File: config.mk
export PLATFORM = sky130hd
export DESIGN_NAME = ppdu_framer
export DESIGN_NICKNAME = d
export VERILOG_FILES = /design/src/rtl/ppdu_pkg.sv /design/src/rtl/crc16_serial.sv /design/src/rtl/ppdu_framer.sv
export SDC_FILE = /design/constraint.sdc
export NUM_CORES = 1
export LEC_CHECK = 0
export CORE_MARGIN = 2
export CORE_UTILIZATION = 38
export CTS_CLUSTER_SIZE = 25
export DETAILED_ROUTE_END_ITERATION = 10
export GPL_TIMING_DRIVEN = 0
export PLACE_DENSITY = 0.54
export SYNTH_ARGS = -nofsm -noshare
export SYNTH_HDL_FRONTEND = slang
export SYNTH_HIERARCHICAL = 1
export SYNTH_SLANG_ARGS = --single-unit
File: constraint.sdc
create_clock -name clk -period 6.98 [get_ports clk]
set_input_delay 1.745 -clock clk [delete_from_list [all_inputs] [get_ports clk]]
set_output_delay 1.745 -clock clk [all_outputs]
set_load 0.03 [all_outputs]
File: src/rtl/ppdu_pkg.sv
// Shared constants, state encoding and the CCITT CRC step for the PPDU
// transmit framer and its receive-side FCS checker.
package ppdu_pkg;

  typedef enum logic [2:0] {
    IDLE,
    SHR,
    PHR,
    PSDU,
    FCS
  } state_t;

  localparam logic [63:0] SHR_PREAMBLE = 64'hAAAAAAAAAAAAAAAA;
  localparam logic [15:0] SHR_SFD      = 16'hF398;

  localparam int SHR_BITS = 80;
  localparam int PHR_BITS = 16;
  localparam int FCS_BITS = 16;

  localparam logic [15:0] CRC_POLY = 16'h1021;
  localparam logic [15:0] CRC_INIT = 16'h0000;

  // One serial step of the CRC-16 as seen from the transmitted bit order.
  function automatic logic [15:0] crc16_step(input logic [15:0] crc, input logic b);
    return {crc[14:0], 1'b0} ^ ((b ^ crc[15]) ? CRC_POLY : 16'h0000);
  endfunction

endpackage

File: src/rtl/crc16_serial.sv
// Bit-serial CRC-16 (poly 0x1021, init 0x0000); shared between the
// transmit framer and the receive-side FCS checker.
module crc16_serial
  import ppdu_pkg::*;
(
  input  logic        clk,
  input  logic        rst,
  input  logic        clr,
  input  logic        en,
  input  logic        data,
  output logic [15:0] crc
);

  always_ff @(posedge clk or negedge rst) begin
    if (!rst) begin
      crc <= CRC_INIT;
    end else if (clr) begin
      crc <= CRC_INIT;
    end else if (en) begin
      crc <= crc16_step(crc, data);
    end
  end

endmodule

File: src/rtl/ppdu_framer.sv
// Bit-serial PPDU transmit framer: SHR, PHR, PSDU and CRC-16 FCS emitted
// one bit per valid/ready handshake from a byte-wide payload stream.
module ppdu_framer
  import ppdu_pkg::*;
#(
  parameter int LEN_W = 11
) (
  input  logic             clk,
  input  logic             rst,
  input  logic             tx_start,
  input  logic [LEN_W-1:0] tx_len,
  input  logic [7:0]       in_data,
  input  logic             in_valid,
  output logic             in_ready,
  output logic             data_out,
  output logic             data_out_valid,
  input  logic             data_out_ready,
  output logic             busy,
  output logic             done
);

  localparam logic [79:0] SHR_SEQ = {SHR_SFD, SHR_PREAMBLE};

  state_t           state;
  logic [6:0]       bit_cnt;
  logic [LEN_W-1:0] len;
  logic [LEN_W-1:0] fetch_cnt;
  logic [LEN_W-1:0] load_cnt;
  logic [7:0]       buf_data;
  logic             buf_full;
  logic [15:0]      sreg;
  logic [15:0]      crc;
  logic [15:0]      crc_next;
  logic [15:0]      phr;
  logic             xfer;
  logic             accept;
  logic             start;
  logic             take;

  assign xfer     = data_out_valid && data_out_ready;
  assign start    = (state == IDLE) && tx_start;
  assign in_ready = !buf_full && (fetch_cnt < len) && (state == PHR || state == PSDU);
  assign accept   = in_valid && in_ready;
  assign busy     = (state != IDLE);
  assign phr      = 16'({len, 3'b000});
  assign crc_next = crc16_step(crc, data_out);

  crc16_serial u_crc (
    .clk  (clk),
    .rst  (rst),
    .clr  (start),
    .en   (xfer && (state == PSDU)),
    .data (data_out),
    .crc  (crc)
  );

  // The shift register pulls a byte from the buffer at a byte boundary or
  // while stalled waiting for one.
  always_comb begin
    take = 1'b0;
    if (buf_full) begin
      case (state)
        PHR:     take = xfer && (bit_cnt == 7'(PHR_BITS - 1)) && (len != '0);
        PSDU:    take = !data_out_valid || (xfer && (bit_cnt == 7'd7) && (load_cnt != len));
        default: take = 1'b0;
      endcase
    end
  end

  always_ff @(posedge clk or negedge rst) begin
    if (!rst) begin
      buf_data  <= '0;
      buf_full  <= 1'b0;
      fetch_cnt <= '0;
    end else if (start) begin
      buf_full  <= 1'b0;
      fetch_cnt <= '0;
    end else if (accept) begin
      buf_data  <= in_data;
      buf_full  <= 1'b1;
      fetch_cnt <= fetch_cnt + 1'b1;
    end else if (take) begin
      buf_full  <= 1'b0;
    end
  end

  always_ff @(posedge clk or negedge rst) begin
    if (!rst) begin
      state          <= IDLE;
      bit_cnt        <= '0;
      len            <= '0;
      load_cnt       <= '0;
      sreg           <= '0;
      data_out       <= 1'b0;
      data_out_valid <= 1'b0;
      done           <= 1'b0;
    end else begin
      done <= 1'b0;
      case (state)
        IDLE: begin
          if (tx_start) begin
            len            <= tx_len;
            load_cnt       <= '0;
            bit_cnt        <= '0;
            data_out       <= SHR_SEQ[0];
            data_out_valid <= 1'b1;
            state          <= SHR;
          end
        end
        SHR: begin
          if (xfer) begin
            if (bit_cnt == 7'(SHR_BITS - 1)) begin
              state    <= PHR;
              bit_cnt  <= '0;
              data_out <= phr[0];
              sreg     <= {1'b0, phr[15:1]};
            end else begin
              bit_cnt  <= bit_cnt + 7'd1;
              data_out <= SHR_SEQ[bit_cnt + 7'd1];
            end
          end
        end
        PHR: begin
          if (xfer) begin
            if (bit_cnt == 7'(PHR_BITS - 1)) begin
              bit_cnt <= '0;
              if (len == '0) begin
                state    <= FCS;
                data_out <= crc[15];
                sreg     <= {crc[14:0], 1'b0};
              end else begin
                state <= PSDU;
                if (take) begin
                  data_out <= buf_data[0];
                  sreg     <= {9'h000, buf_data[7:1]};
                  load_cnt <= load_cnt + 1'b1;
                end else begin
                  data_out_valid <= 1'b0;
                end
              end
            end else begin
              bit_cnt  <= bit_cnt + 7'd1;
              data_out <= sreg[0];
              sreg     <= {1'b0, sreg[15:1]};
            end
          end
        end
        PSDU: begin
          if (take) begin
            bit_cnt        <= '0;
            data_out       <= buf_data[0];
            data_out_valid <= 1'b1;
            sreg           <= {9'h000, buf_data[7:1]};
            load_cnt       <= load_cnt + 1'b1;
          end else if (xfer) begin
            if (bit_cnt == 7'd7) begin
              if (load_cnt == len) begin
                // The last PSDU bit is folded in this cycle, so the FCS
                // must start from the post-update CRC value.
                state    <= FCS;
                bit_cnt  <= '0;
                data_out <= crc_next[15];
                sreg     <= {crc_next[14:0], 1'b0};
              end else begin
                data_out_valid <= 1'b0;
              end
            end else begin
              bit_cnt  <= bit_cnt + 7'd1;
              data_out <= sreg[0];
              sreg     <= {1'b0, sreg[15:1]};
            end
          end
        end
        FCS: begin
          if (xfer) begin
            if (bit_cnt == 7'(FCS_BITS - 1)) begin
              state          <= IDLE;
              bit_cnt        <= '0;
              data_out       <= 1'b0;
              data_out_valid <= 1'b0;
              done           <= 1'b1;
            end else begin
              bit_cnt  <= bit_cnt + 7'd1;
              data_out <= sreg[15];
              sreg     <= {sreg[14:0], 1'b0};
            end
          end
        end
        default: state <= IDLE;
      endcase
    end
  end

endmodule

[Word-level counts from Yosys, hierarchy flattened]
Memory sizes are Yosys's and may differ from the RTL's.
Cells that the tools add are included.
W data, S select, Z words.
Storage, ports and cells
  register bits after elaboration: 87
  memory bits (read-only): 128
  input port bits: 24
  output and inout bits: 5
  memories: 1
Operators by class
  add/subtract/negate cells: 3
  order comparisons: 2
  equal/unequal tests: 29
  muxes and demuxes: 82
  bitwise gates (word level): 3
  reduce and logical (&&, ||, !) cells: 35
Memory list
  (no name shown): depth 128, bits a word 1, read ports 1, clocked after Yosys merged registers in 0, wr ports 0, line ppdu_framer.sv:119  | data_out <= SHR_SEQ[bit_cnt + 7'd1];
Operators with widths (number)
  $mux W16: 14
  $mux W11: 7
  $pmux W16 S4: 1
  $mux W7: 9
  $mux W3: 12
  $pmux W11 S3: 1
  $mux W1: 32
  $pmux W7 S4: 1
  $add A11 B1 Y11 const B: 2
  $ne A2 B2 Y1 const B: 11
  $reduce_and A11 Y1: 2
  $xor A16 B16 Y16: 1
  $pmux W3 S5: 1
  $mux W13: 1
  $reduce_bool A4 Y1: 3
  $eq A11 B11 Y1: 1
  $logic_not A11 Y1: 1
  $lt A11 B11 Y1: 1
  $ne A11 B11 Y1: 1
  $reduce_bool A11 Y1: 1
  $logic_and A1 B1 Y1: 10
  $reduce_and A9 Y1: 1
  $reduce_bool A3 Y1: 3
  $lt A7 B8 Y1 const B: 1
  27 further kinds: 36

[Depth between registers and ports, before layout]
  depth in word-level cells: 11
  mapped depth: 10

[Modules after synthesis]
Netlist, hierarchy kept.
Modules (own cells, without submodules)
  ppdu_framer: instances 1, cells an instance 575, area an instance 4809.6 sq um, seq. area each 1776.7 sq um
  crc16_serial: instances 1, cells an instance 58, area an instance 688.2 sq um, seq. area each 400.4 sq um

[Worst setup path after synthesis]
Ideal clock, no wire load.
  path type: register to output
  start point: register len[5]
  end point: output in_ready
  arrival: 1805 ps
  required time: 5235 ps
  slack: 3430 ps
  stages on the path, launching flop included: 7
  path buffers: 0
  cells stage by stage: dfrtp_1 > inv_1 > ha_1 > a21o_1 > a21oi_1 > o211ai_1 > a21oi_1
Between the ends
  longest elaborated chain between the ends: 3
RTL lines
  from (decl): line ppdu_framer.sv:26  | logic [LEN_W-1:0] len;
  from (signal assigned): line ppdu_framer.sv:102  | len <= tx_len;
  $lt A11 B11 Y1: line ppdu_framer.sv:42  | assign in_ready = !buf_full && (fetch_cnt < len) && (state == PHR || state == PSDU);
  $logic_and A1 B1 Y1 (2 in a row): line ppdu_framer.sv:42
  to (decl): line ppdu_framer.sv:14  | output logic in_ready,
Every way passes these cells.

[Worst setup path after layout]
Same ends and word-level chain as after synthesis.

==> summary.md <==
| Metric | Value |
|---|---|
| CTS Buf Count | 9 |
| GRT Total Usage | 0.211 |
| EDFF count, synth | 0 |
| Main synth FF type | dfrtp_1 |
| Leading post-synthesis cells by cell area | dfrtp_1 (40%), nand2_1 (6.1%), mux2i_1 (5.1%), nor2_1 (5.0%), a21oi_1 (3.7%) |
| Clk slew on worst S/H paths | 70 ps |
| Core ar. | 14000 µm² |
| Net Sw Power | 0.235 mW |
| Unrepaired setup endpoints after global routing | no |
| Cell Pwr Density | 163 nW/µm² |
| Commonest non-fill, non-tap cell in the layout | nand2_1 |
| Post_cts resized | 0 |
| Synth cell types | 68 |
| Area Growth Syn to Fin | 15.1% |
| Lkg Pwr | 2.88 nW |
| Layout cell share with drive strength beyond 1 | 0.0811 |
| Post-synthesis cell count | 633 |
| CTS H-tree lvls | 3 |
| Run status | completed |
| Max-slew headroom | 0.341 |
| Clock power frac | 0.485 |
| Sequential power share | 0.489 |
| Drt total wl | between 15 and 20 mm |
| Syn Area/Cell | about 8.7 µm² |
| Die Span X | 124 µm |
| Dpl hpwl | 11.6 mm |
| Clk_lat worst skew | 360 ps |
| Maximum vdd drop | 0.106 mV |
| Max Cap Violations | 0 |
| RePlAce Congestion | between 0.9 and 1 |
| Hold-fix buffers, CTS | 0 |
| CTS tree | yes |
| Rows | 43 |
| P_int | 0.795 mW |
| I/O Buffers | 28 |
| Post-CTS Setup Bufs | 0 |
| WP data arrival | roughly 2800 ps |
| GRT met2 Usage | 0.337 |
| Wirelength per Cell | 18.6 µm |
| Warnings from Yosys | 6 |
| CP required | 5240 ps |
| # DRC | 0 |
| Clock sinks | 87 |
| Vias per cell | a little under 6 |
| Most frequent cells in the layout | nand2_1 (89), dfrtp_1 (87), nor2_1 (73) |
| Die height | 124 µm |
| Clock skew | 9.76 ps |
| First-pass GRT wire length | between 20 and 30 mm |
| Grt total ovfl | 0 |
| Synth Register Bits | 87 |
| Fmax | 219 MHz |
| Final worst-path cycle share | 0.655 |
| Hold Path Class | flop to flop |
| Combinational share of power | 0.026 |
| Register area share after synthesis | 0.396 |
| ANT nets after route | 0 |
| Top Ports | 29 |
| Critical path launch point type | flop |
| Crit-path max FO | 5 |
| CTS Buffer Depth | 2 |
| Final instance area | 6330 µm² |
| Drt pass-1 iters | 5 |
| Worst setup EP type | output pin |
| Filler instances | around 1.4k |
| CP Class | flop to output pin |
| Vias in the first global route | 4942 |
| Starting density of the core | 0.393 |
| Slew @ Worst Pin | 985 ps |
| Share of the synthesized area in the top cell type | 0.396 |
| Syn_nets | 671 |
| Pin count of the biggest net entering global routing | 45 |
| Post-layout net count | 711 |
| Min Tclk post-route | 4570 ps |
| Tot Pwr | 1.03 mW |
| Synthesized area | 5500 µm² |
| Met1 Resource Use GR | 0.283 |
| Die area | 15400 µm² |
| Yosys top cell by area | dfrtp_1 |
| Initial antenna violation count | 0 |
| Setup Viol. Count Final | 0 |
| GR Util met3 | 0.0408 |
| Final Hold Viols | 0 |
| Root Driver | clkbuf_16 |
| Sw Share | 0.228 |
| Vias | approximately 5k |
| Synth async-reset ratio | 1.00 |
| Post-route setup TNS | 0 ps |
| Ant diodes | 0 |
| Top Usage Layer GRT | met2 |
| Placed Area | 6030 µm² |
| Initial DRC Count | 393 |
| Count of final max-slew check failures | 0 |
-- worst paths after layout --
check / from / endpoint / slack, ps / cells past startpoint
worst max-delay path: len[5] / in_ready / 2410 / 7
worst min-delay path: fetch_cnt[2] / fetch_cnt[2] / 520 / 1
worst max register to register: bit_cnt[1] / bit_cnt[3] / 3860 / 9
worst min register to register: fetch_cnt[2] / fetch_cnt[2] / 520 / 1
max in group asynchronous: rst / load_cnt[8] / 4930 / 2
min in group asynchronous: rst / u_crc/crc[3] / 1400 / 1
-- synth_stat cells, drive strengths merged, types with 10 or more instances --
| cell | count |
|---|---|
| mux2 | 11 |
| ha | 14 |
| clkbuf | 23 |
| nor2 | 73 |
| nand2 | 89 |
| nand2b | 12 |
| buf | 10 |
| mux2i | 28 |
| and3 | 10 |
| xnor2 | 19 |
| inv | 23 |
| a31oi | 15 |
| a21oi | 42 |
| nand3 | 19 |
| nand4 | 10 |
| o31ai | 12 |
| dfrtp | 87 |
| o21ai | 36 |
-- power groups by stage --
stage          Combinational [mW]  Sequential (mW)  Clock [mW]
2_1_floorplan            0.000571            0.514           0
3_3_place_gp               0.0256            0.514           0
3_5_place_dp               0.0277            0.514           0
4_1_cts                    0.0278            0.504       0.513
5_1_grt                    0.0297            0.504       0.533
6_report                   0.0267            0.504       0.499
-- layout make-up --
| cell class | instances | area, µm² | share of cell area |
|---|---|---|---|
| Buffer | 33 | 146 | 0.0231 |
| Inverter | 24 | 90.1 | 0.0142 |
| Multi-Input combinational cell | 489 | 3080 | 0.488 |
| Timing Repair Buffer | 29 | 305 | 0.0483 |
| Sequential cell | 87 | 2180 | 0.344 |
| Clock inverter | 7 | 72.6 | 0.0115 |
| Tap cell | 180 | 225 | 0.0356 |
| Clock buffer | 9 | 225 | 0.0356 |
-- through the flow --
step | hold WS [ps] | cells | setup WS (ps) | utilization
3_5_place_dp | 503 | 842 | 2600 | 0.431
3_3_place_gp | 497 | 841 | 772 | 0.429
5_1_grt | 542 | 858 | 2230 | 0.452
2_1_floorplan | 471 | 633 | 3430 | -
4_1_cts | 518 | 858 | 2390 | 0.452
6_report | 521 | 858 | 2410 | 0.452
-- critical path, stage by stage, from the launching register on --
cell and delay (ps):
dfrtp_1 400, inv_1 160, ha_1 280, a21o_1 170
a21oi_1 130, o211ai_1 160, a21oi_1 410, clkdlybuf4s50_1 760
-- routing by layer --
layer,vias up,share of wire
met5,-,0
met4,0,0.028
met3,35,0.056
met1,2443,0.45
met2,159,0.47
li1,2356,-
-- state kept, by name (all words and copies together), names as in the netlist --
| register | flops |
|---|---|
| done | 1 |
| len | 11 |
| buf_full | 1 |
| state | 3 |
| u_crc/crc | 16 |
| load_cnt | 11 |
| sreg | 16 |
| fetch_cnt | 11 |
| data_out_valid | 1 |
| data_out | 1 |
| bit_cnt | 7 |
| buf_data | 8 |
-- cells by family after synthesis --
| family | after synthesis | synth area share |
|---|---|---|
| compound gates | 164 | 0.207 |
| xor+xnor | 22 | 0.0350 |
| fa+ha+maj | 14 | 0.0319 |
| buf+inv | 57 | 0.0430 |
| flops | 87 | 0.396 |
| mux | 39 | 0.0735 |
| simple gates | 250 | 0.213 |
Power figures use the tool's default switching activity.
